$ cat src/rtl/nibble_seq_pkg.sv
// nibble_seq_pkg: shared table-entry layout and sequencer state encoding
package nibble_seq_pkg;
  localparam int ENTRY_W    = 28;
  localparam int SEL_A_LSB  = 0;
  localparam int SEL_B_LSB  = 12;
  localparam int SEL_AB_LSB = 24;
  typedef enum logic [1:0] {IDLE = 2'd0, RUN = 2'd1, DRAIN = 2'd2} state_e;
endpackage

$ cat src/rtl/nibble_out_fifo.sv
// nibble_out_fifo: synchronous FIFO with flush, occupancy count and zeroed head when empty
module nibble_out_fifo #(
  parameter int W = 17,
  parameter int DEPTH = 4,
  localparam int AW = (DEPTH > 1) ? $clog2(DEPTH) : 1,
  localparam int CW = $clog2(DEPTH + 1)
) (
  input  logic          CLK,
  input  logic          RESET_L,
  input  logic          flush_i,
  input  logic          push_i,
  input  logic [W-1:0]  din_i,
  input  logic          pop_i,
  output logic [W-1:0]  dout_o,
  output logic [CW-1:0] count_o
);
  logic [W-1:0]  mem_q [DEPTH];
  logic [AW-1:0] wr_q, rd_q;
  logic [CW-1:0] cnt_q;
  logic          do_pop;

  function automatic logic [AW-1:0] nxt(input logic [AW-1:0] p);
    return (p == AW'(DEPTH - 1)) ? '0 : p + AW'(1);
  endfunction

  assign do_pop  = pop_i && cnt_q != '0;
  assign count_o = cnt_q;
  assign dout_o  = (cnt_q != '0) ? mem_q[rd_q] : '0;

  always_ff @(posedge CLK or negedge RESET_L)
    if (!RESET_L) begin
      wr_q  <= '0;
      rd_q  <= '0;
      cnt_q <= '0;
    end else if (flush_i) begin
      wr_q  <= '0;
      rd_q  <= '0;
      cnt_q <= '0;
    end else begin
      wr_q  <= push_i ? nxt(wr_q) : wr_q;
      rd_q  <= do_pop ? nxt(rd_q) : rd_q;
      cnt_q <= cnt_q + CW'(push_i) - CW'(do_pop);
    end

  always_ff @(posedge CLK)
    if (push_i && !flush_i) mem_q[wr_q] <= din_i;

  // The issuing side holds credits, so a push into a full FIFO is a design bug
  assert property (@(posedge CLK) disable iff (!RESET_L)
    !(push_i && !do_pop && !flush_i && cnt_q == CW'(DEPTH)));
endmodule

$ cat src/rtl/nibble_sel_sequencer.sv
// nibble_sel_sequencer: steps a selector4 through a programmed table and queues the
// resulting NIBBLES words, tracking the selector's one-cycle registered latency.
module nibble_sel_sequencer
  import nibble_seq_pkg::*;
#(
  parameter int DEPTH = 8,
  parameter int FIFO_DEPTH = 4,
  localparam int AW = $clog2(DEPTH),
  localparam int CW = $clog2(FIFO_DEPTH + 1)
) (
  input  logic               CLK,
  input  logic               RESET_L,
  input  logic               CFG_WE,
  input  logic [AW-1:0]      CFG_ADDR,
  input  logic [ENTRY_W-1:0] CFG_DATA,
  input  logic               START,
  input  logic [AW:0]        SEQ_LEN,
  input  logic               LOOP,
  input  logic               ABORT,
  output logic [11:0]        SEL_A,
  output logic [11:0]        SEL_B,
  output logic [3:0]         SEL_AB,
  input  logic [15:0]        NIBBLES_IN,
  output logic [15:0]        OUT_NIBBLES,
  output logic               OUT_LAST,
  output logic               OUT_VALID,
  input  logic               OUT_READY,
  output logic               BUSY,
  output logic               DONE,
  output logic               ERR
);
  state_e             state_q;
  logic [ENTRY_W-1:0] tbl_q [DEPTH];
  logic [ENTRY_W-1:0] sel_q;
  logic [AW-1:0]      idx_q;
  logic [AW:0]        len_q;
  logic               loop_q, v1_q, v2_q, last1_q, last2_q, done_q, err_q;
  logic [CW-1:0]      fifo_cnt;
  logic [16:0]        head;
  logic               pop, len_ok, issue, at_last, drained;

  assign pop     = OUT_VALID && OUT_READY;
  assign len_ok  = SEQ_LEN != '0 && SEQ_LEN <= (AW+1)'(DEPTH);
  // Words in flight through the selector count against FIFO space
  assign issue   = state_q == RUN && 32'(fifo_cnt) + 32'(v1_q) + 32'(v2_q) < 32'(FIFO_DEPTH);
  assign at_last = {1'b0, idx_q} == len_q - (AW+1)'(1);
  assign drained = !v1_q && !v2_q && (fifo_cnt == '0 || (fifo_cnt == CW'(1) && pop));

  always_ff @(posedge CLK)
    if (CFG_WE && state_q == IDLE) tbl_q[CFG_ADDR] <= CFG_DATA;

  always_ff @(posedge CLK or negedge RESET_L)
    if (!RESET_L) begin
      state_q <= IDLE;
      sel_q   <= '0;
      idx_q   <= '0;
      len_q   <= '0;
      loop_q  <= 1'b0;
      v1_q    <= 1'b0;
      v2_q    <= 1'b0;
      last1_q <= 1'b0;
      last2_q <= 1'b0;
      done_q  <= 1'b0;
      err_q   <= 1'b0;
    end else begin
      v1_q    <= 1'b0;
      v2_q    <= v1_q;
      last2_q <= last1_q;
      done_q  <= 1'b0;
      err_q   <= (CFG_WE && state_q != IDLE) || (!ABORT && START && state_q == IDLE && !len_ok);
      if (ABORT) begin
        state_q <= IDLE;
        v2_q    <= 1'b0;
      end else begin
        case (state_q)
          IDLE:
            if (START && len_ok) begin
              state_q <= RUN;
              len_q   <= SEQ_LEN;
              loop_q  <= LOOP;
              idx_q   <= '0;
            end
          RUN:
            if (issue) begin
              sel_q   <= tbl_q[idx_q];
              v1_q    <= 1'b1;
              last1_q <= at_last;
              idx_q   <= at_last ? '0 : idx_q + AW'(1);
              state_q <= (at_last && !loop_q) ? DRAIN : RUN;
            end
          DRAIN:
            if (drained) begin
              state_q <= IDLE;
              done_q  <= 1'b1;
            end
          default: state_q <= IDLE;
        endcase
      end
    end

  nibble_out_fifo #(.W(17), .DEPTH(FIFO_DEPTH)) u_fifo (
    .CLK     (CLK),
    .RESET_L (RESET_L),
    .flush_i (ABORT),
    .push_i  (v2_q),
    .din_i   ({last2_q, NIBBLES_IN}),
    .pop_i   (pop),
    .dout_o  (head),
    .count_o (fifo_cnt)
  );

  assign SEL_A       = sel_q[SEL_A_LSB +: 12];
  assign SEL_B       = sel_q[SEL_B_LSB +: 12];
  assign SEL_AB      = sel_q[SEL_AB_LSB +: 4];
  assign OUT_VALID   = fifo_cnt != '0;
  assign OUT_NIBBLES = head[15:0];
  assign OUT_LAST    = head[16];
  assign BUSY        = state_q != IDLE;
  assign DONE        = done_q;
  assign ERR         = err_q;
endmodule

$ cat config.mk
export PLATFORM = sky130hd
export DESIGN_NAME = nibble_sel_sequencer
export DESIGN_NICKNAME = d
export VERILOG_FILES = /design/src/rtl/nibble_seq_pkg.sv /design/src/rtl/nibble_out_fifo.sv /design/src/rtl/nibble_sel_sequencer.sv
export SDC_FILE = /design/constraint.sdc
export NUM_CORES = 1
export LEC_CHECK = 0
export BUFFER_PORTS_ARGS = -buffer_cell sky130_fd_sc_hd__buf_4
export CAP_MARGIN = 20
export CORE_ASPECT_RATIO = 1.5
export CORE_MARGIN = 1
export CORE_UTILIZATION = 54
export DETAILED_ROUTE_END_ITERATION = 7
export PLACE_DENSITY = 0.88
export SLEW_MARGIN = 15
export SYNTH_ARGS = -nofsm -noshare
export SYNTH_HDL_FRONTEND = slang
export SYNTH_SLANG_ARGS = --single-unit
$ cat constraint.sdc
create_clock -name CLK -period 2.95 [get_ports CLK]
set_input_delay 0.59 -clock CLK [delete_from_list [all_inputs] [get_ports CLK]]
set_output_delay 0.59 -clock CLK [all_outputs]
set_load 0.02 [all_outputs]
* Yosys cells after proc, flatten, opt, wreduce, memory -nomap -nowiden *
Memories as Yosys holds them, arrays and structs flattened. A register that Yosys moved wholly into a read port is not among the register bits.
Cells that the tools add are included.
Widths: inputs -> output; s select.

operators by class
  add/subtract/negate cells = 8
  bitwise logic cells = 1
  reductions and logical operators = 35
  muxes and demuxes = 29
  $lt $le $gt $ge = 2
  equality and inequality tests = 11

operators with widths
  kind                 count
  $mux 2               11
  $mux 17              1
  $logic_and 1x1->1    15
  $mux 3               4
  $mux 1               11
  $reduce_and 3->1     3
  $reduce_bool 2->1    4
  $eq 2x2->1 const B   3
  $logic_not 1->1      6
  $ne 3x3->1 const B   2
  $pmux 2 s3           1
  $pmux 3 s2           1
  $add 4x1->5          1
  $lt 5x3->1 const B   1
  $add 2x1->2 const B  2
  $add 3x1->4          1
  $eq 3x4->1           1
  $le 4x4->1 const B   1
  $reduce_and 4->1     1
  $reduce_bool 4->1    1
  $sub 4x1->4 const B  1
  $add 3x1->3          1
  $add 3x1->3 const B  1
  $eq 3x1->1 const B   1
  10 further kinds     11

storage, ports and cells
  output and inout port bits = 49
  flip-flop bits (word level) = 23
  memories = 2
  bits in writable memories = 292

memory list
  name          depth  bits a word  read ports  clocked after Yosys merged registers in  wr ports  RTL line                    RTL
  tbl_q         8      28           1           1                                        1         nibble_sel_sequencer.sv:33  logic [ENTRY_W-1:0] tbl_q [DEPTH];
  u_fifo.mem_q  4      17           1           0                                        1         nibble_out_fifo.sv:17       logic [W-1:0] mem_q [DEPTH];

* Longest topological paths before layout *
  word-level depth = 8
  mapped depth = 11

* Modules after synthesis *
From an unflattened synthesis, not the netlist that was laid out.

second synthesis, totals
  cell total of the unflattened synthesis = 654
  area total of the unflattened synthesis = 13391.6 µm²

modules (own cells, without submodules)
  module                sequential area each (µm²)  cells each  instances  area an instance (µm²)
  nibble_sel_sequencer  7827.5                      504         1          10314.9
  nibble_out_fifo       2217.1                      150         1          3076.7

* Worst setup path after synthesis *
Ideal clock, no wire load.

  kind = register -> register
  from = register state_q[0]
  to = memory tbl_q[1][0] (enable)
  slack = -0.280 ns
  buffers on the path = 1
  data arrival time = 2.782 ns
  cell stages (with the launch flop) = 5
  required time = 2.502 ns
  cell sequence = dfrtp_1 -> clkbuf_1 -> nor2_1 -> nand3_1 -> nor3_1

between the ends
  word-level cells in the longest chain between the ends = 4

RTL lines
  element                       RTL line                    RTL
  start, declared               nibble_sel_sequencer.sv:32  state_e state_q;
  start signal, assigned        nibble_sel_sequencer.sv:89  state_q <= (at_last && !loop_q) ? DRAIN : RUN;
  $logic_not 2->1               nibble_sel_sequencer.sv:50  if (CFG_WE && state_q == IDLE) tbl_q[CFG_ADDR] <= CFG_DATA;
  $logic_and 1x1->1             nibble_sel_sequencer.sv:50
  $mux 1                        nibble_sel_sequencer.sv:50
  $mux 1 (implied by the code)  nibble_sel_sequencer.sv:50
  end, declared                 nibble_sel_sequencer.sv:33

No other way between the ends.

* Final worst setup path *
  from = register u_fifo.rd_q[1]
  to = output OUT_NIBBLES[6]

between the ends
  word-level cells in the longest chain between the ends = 2

RTL lines
  element                 RTL line                    RTL
  start, declared         nibble_out_fifo.sv:18       logic [AW-1:0] wr_q, rd_q;
  start signal, assigned  nibble_out_fifo.sv:41       rd_q <= do_pop ? nxt(rd_q) : rd_q;
  $mem_v2 4x17            -
  $mux 17                 nibble_out_fifo.sv:28       assign dout_o = (cnt_q != '0) ? mem_q[rd_q] : '0;
  end, declared           nibble_sel_sequencer.sv:24  output logic [15:0] OUT_NIBBLES,

No other way between the ends.

==> impl_results.md <==
- Status: complete, no violations
- CP Launch Type: flop
- Residual DRC: 0
- Synth Net Count: approximately 730
- Synthesized instance count: ~660
- CTS buffer count: 30
- Worst Path Required: between 2000 and 2500 ps
- Worst-margin pin slew: about 820 ps
- Leakage: about 5.4 nW
- Synth async-reset ratio: between 10% and 20%
- Routability cong.: between 0.7 and 0.8
- DR WL/cell: around 23 µm
- Post-DP Area: approximately 0.015 mm²
- Initial core utilization: 55.5%
- Final Instance Area: 0.0156 mm²
- Total global routing overflow: 0
- Core Region: 0.0238 mm²
- Period utilization: between 80% and 90%
- Post-synthesis sequential area ratio: 76.0%
- Power Total: 12.4 mW
- Pin count of the biggest net entering global routing: 58
- Clk_lat worst skew: around 550 ps
- Pins Over Slew Limit: 0
- Pwr Density: 792 mW/mm²
- First drt pass iteration count: 5
- Die width: 130 µm
- CTS clk-pin slew, worst paths: roughly 60 ps
- Count leader, synth: edfxtp_1
- Worst IR Drop VDD: between 600 and 700 µV
- Mapped cell area: approximately 0.013 mm²
- Area contributors post-synth: edfxtp_1 (66%), mux4_2 (12%), dfrtp_1 (9.7%)
- Final WL: around 26 mm
- Setup crit end kind: output port
- PortBufs: between 100 and 150
- Yosys reg bits: between 300 and 400
- Layout Utilization: about 66%
- Layout overhead on the synthesized area: 18.2%
- Cells after DPL: approximately 1.1k
- Synth warnings: 0
- Row count: roughly 70
- Number of diodes: 0
- Boundary pin count: ~110
- # Post-CTS Setup Buffers: 0
- CTS Sinks: roughly 340
- Final non-filler cell total: about 1.1k
- Hpwl dp: 15.9 mm
- Antenna violation net count after detailed routing: 0
- Hold Crit Class: primary input to async pin
- Tot GR Track Use: 21.5%
- Max-Cap Viols: 0
- Final setup viols: 0
- Via density: 5.73
- Final Hold Viols: 0
- Tmin final: 2600 ps
- CTS HTree Levels: 1
- Synth area leader: edfxtp_1
- Clock skew: 10.9 ps
- Final setup margin: 347 ps
- Die Span Y: 194 µm
- Die Footprint: 0.0251 mm²
- Post-synth EDFFs: 292
- CTS Root Cell: clkbuf_16
- Hold-fix buffers, CTS: 0
- Post-synth top area share: ~66%
- Commonest cells in the synthesized netlist: edfxtp_1 (292), mux4_2 (73), dfrtp_1 (51)
- Initial antenna violation count: 0
- Min Hold Slack: roughly 120 ps
- Critical Path Fanout Max: 13
- RSZ-0062 raised after global routing: false
- # resized after CTS: 0
- CTS tree: built
- Setup TNS: 0 ps
- Top FF cell, synth: edfxtp_1
- Slew headroom: roughly 45%
- Global-route wire length before repair: 39.5 mm
- Max frequency: a little under 0.4 GHz
- Setup WS pre-CTS: between 600 and 700 ps
- WS Path Type: flop to output port
- Syn_area_per_cell: approximately 20 µm²
- Clk buf depth: 3
- Share of layout cells above drive strength 1: 33.6%
- Nets: between 800 and 900
- Vias: ~6.5k
- Initial DRC Count: just under 500
- Unique cell type count in the Yosys netlist: 40
- Vias in the first global route: 7115
- Worst EP arrival: between 2000 and 2500 ps
==> sequential cells by signal, indices dropped and copies added, names as in the netlist, 2 cells and up <==
signal,count
tbl_q,224
u_fifo.mem_q,68
sel_q,28
len_q,4
idx_q,3
u_fifo.count_o,3
state_q,2
u_fifo.rd_q,2
u_fifo.wr_q,2
==> layout make-up <==
type                    count  area, µm²
flip-flops and latches    343      10100
inverters                  12       45.0
clock inverters            20        195
repair buffers            138       1070
clock buffers              36        825
well taps                 319        399
fillers                  1535       8210
multi-input cells         272       3030
==> per-layer routing <==
metal | wire (µm) | up-vias | track usage (%)
met5 | 0 | - | 0
met4 | 626 | 0 | 7.06
met3 | 1580 | 47 | 3.35
met2 | 14500 | 254 | 39.8
met1 | 9270 | 3344 | 25.0
li1 | - | 2885 | -
==> report_power, final <==
group	internal (mW)	leakage, nW	switching (mW)
registers	5.60	3.29	0.257
logic	1.22	1.63	1.34
clock network	2.27	0.502	1.69
==> cell families (layout without fill, tap and decap cells) <==
group / after synthesis / after routing / share of synthesized area [%]
compound gates: 46 / 46 / 1.91
xor+xnor: 7 / 7 / 0.578
fa+ha+maj: 12 / 12 / 1.19
buf+inv: 43 / 206 / 1.37
flops: 343 / 343 / 76.0
mux: 107 / 107 / 15.1
simple gates: 100 / 100 / 3.88
==> path summary, 6_finish.rpt <==
kind                                              from  slack (ps)  cells past startpoint                       endpoint
max                         u_fifo.rd_q[1]$_DFFE_PN0P_         350                      4                 OUT_NIBBLES[6]
min                                            RESET_L         120                      1          sel_q[10]$_DFFE_PN0P_
max reg2reg                u_fifo.count_o[0]$_DFF_PN0_         680                      6           idx_q[2]$_DFFE_PN0P_
min reg2reg                        last1_q$_DFFE_PN0P_         410                      0              last2_q$_DFF_PN0_
max in group asynchronous                      RESET_L        2220                      1           idx_q[0]$_DFFE_PN0P_
min in group CLK                        NIBBLES_IN[15]         250                      1  u_fifo.mem_q[3][15]$_DFFE_PP_
==> critical path, cell delays in order (launching register included) <==
cell,delay (ps)
dfrtp_1,510
buf_4,290
mux4_2,340
and2_1,180
buf_4,150
==> placed cells by master, fill, tap and decap left out, types with 2 or more instances in the layout <==
cell,instances
buf_12,3
clkbuf_1,2
inv_1,11
nor2b_1,3
edfxtp_1,292
clkinv_2,7
clkbuf_8,3
buf_4,135
clkinv_4,3
inv_6,2
and2_1,22
mux2_1,4
clkinv_1,3
nor2_2,6
o21ai_1,32
clkinvlp_4,2
a21oi_1,6
nand2_1,34
nand3_1,3
nor2_1,9
nor3_1,5
mux2i_1,30
clkbuf_16,31
ha_1,11
xnor2_1,6
dfrtp_2,2
nand3b_1,3
nor3_4,2
bufinv_16,3
mux4_2,73
nand2b_1,6
dfrtp_1,48
No activity file was read; power rests on OpenSTA's default activity.
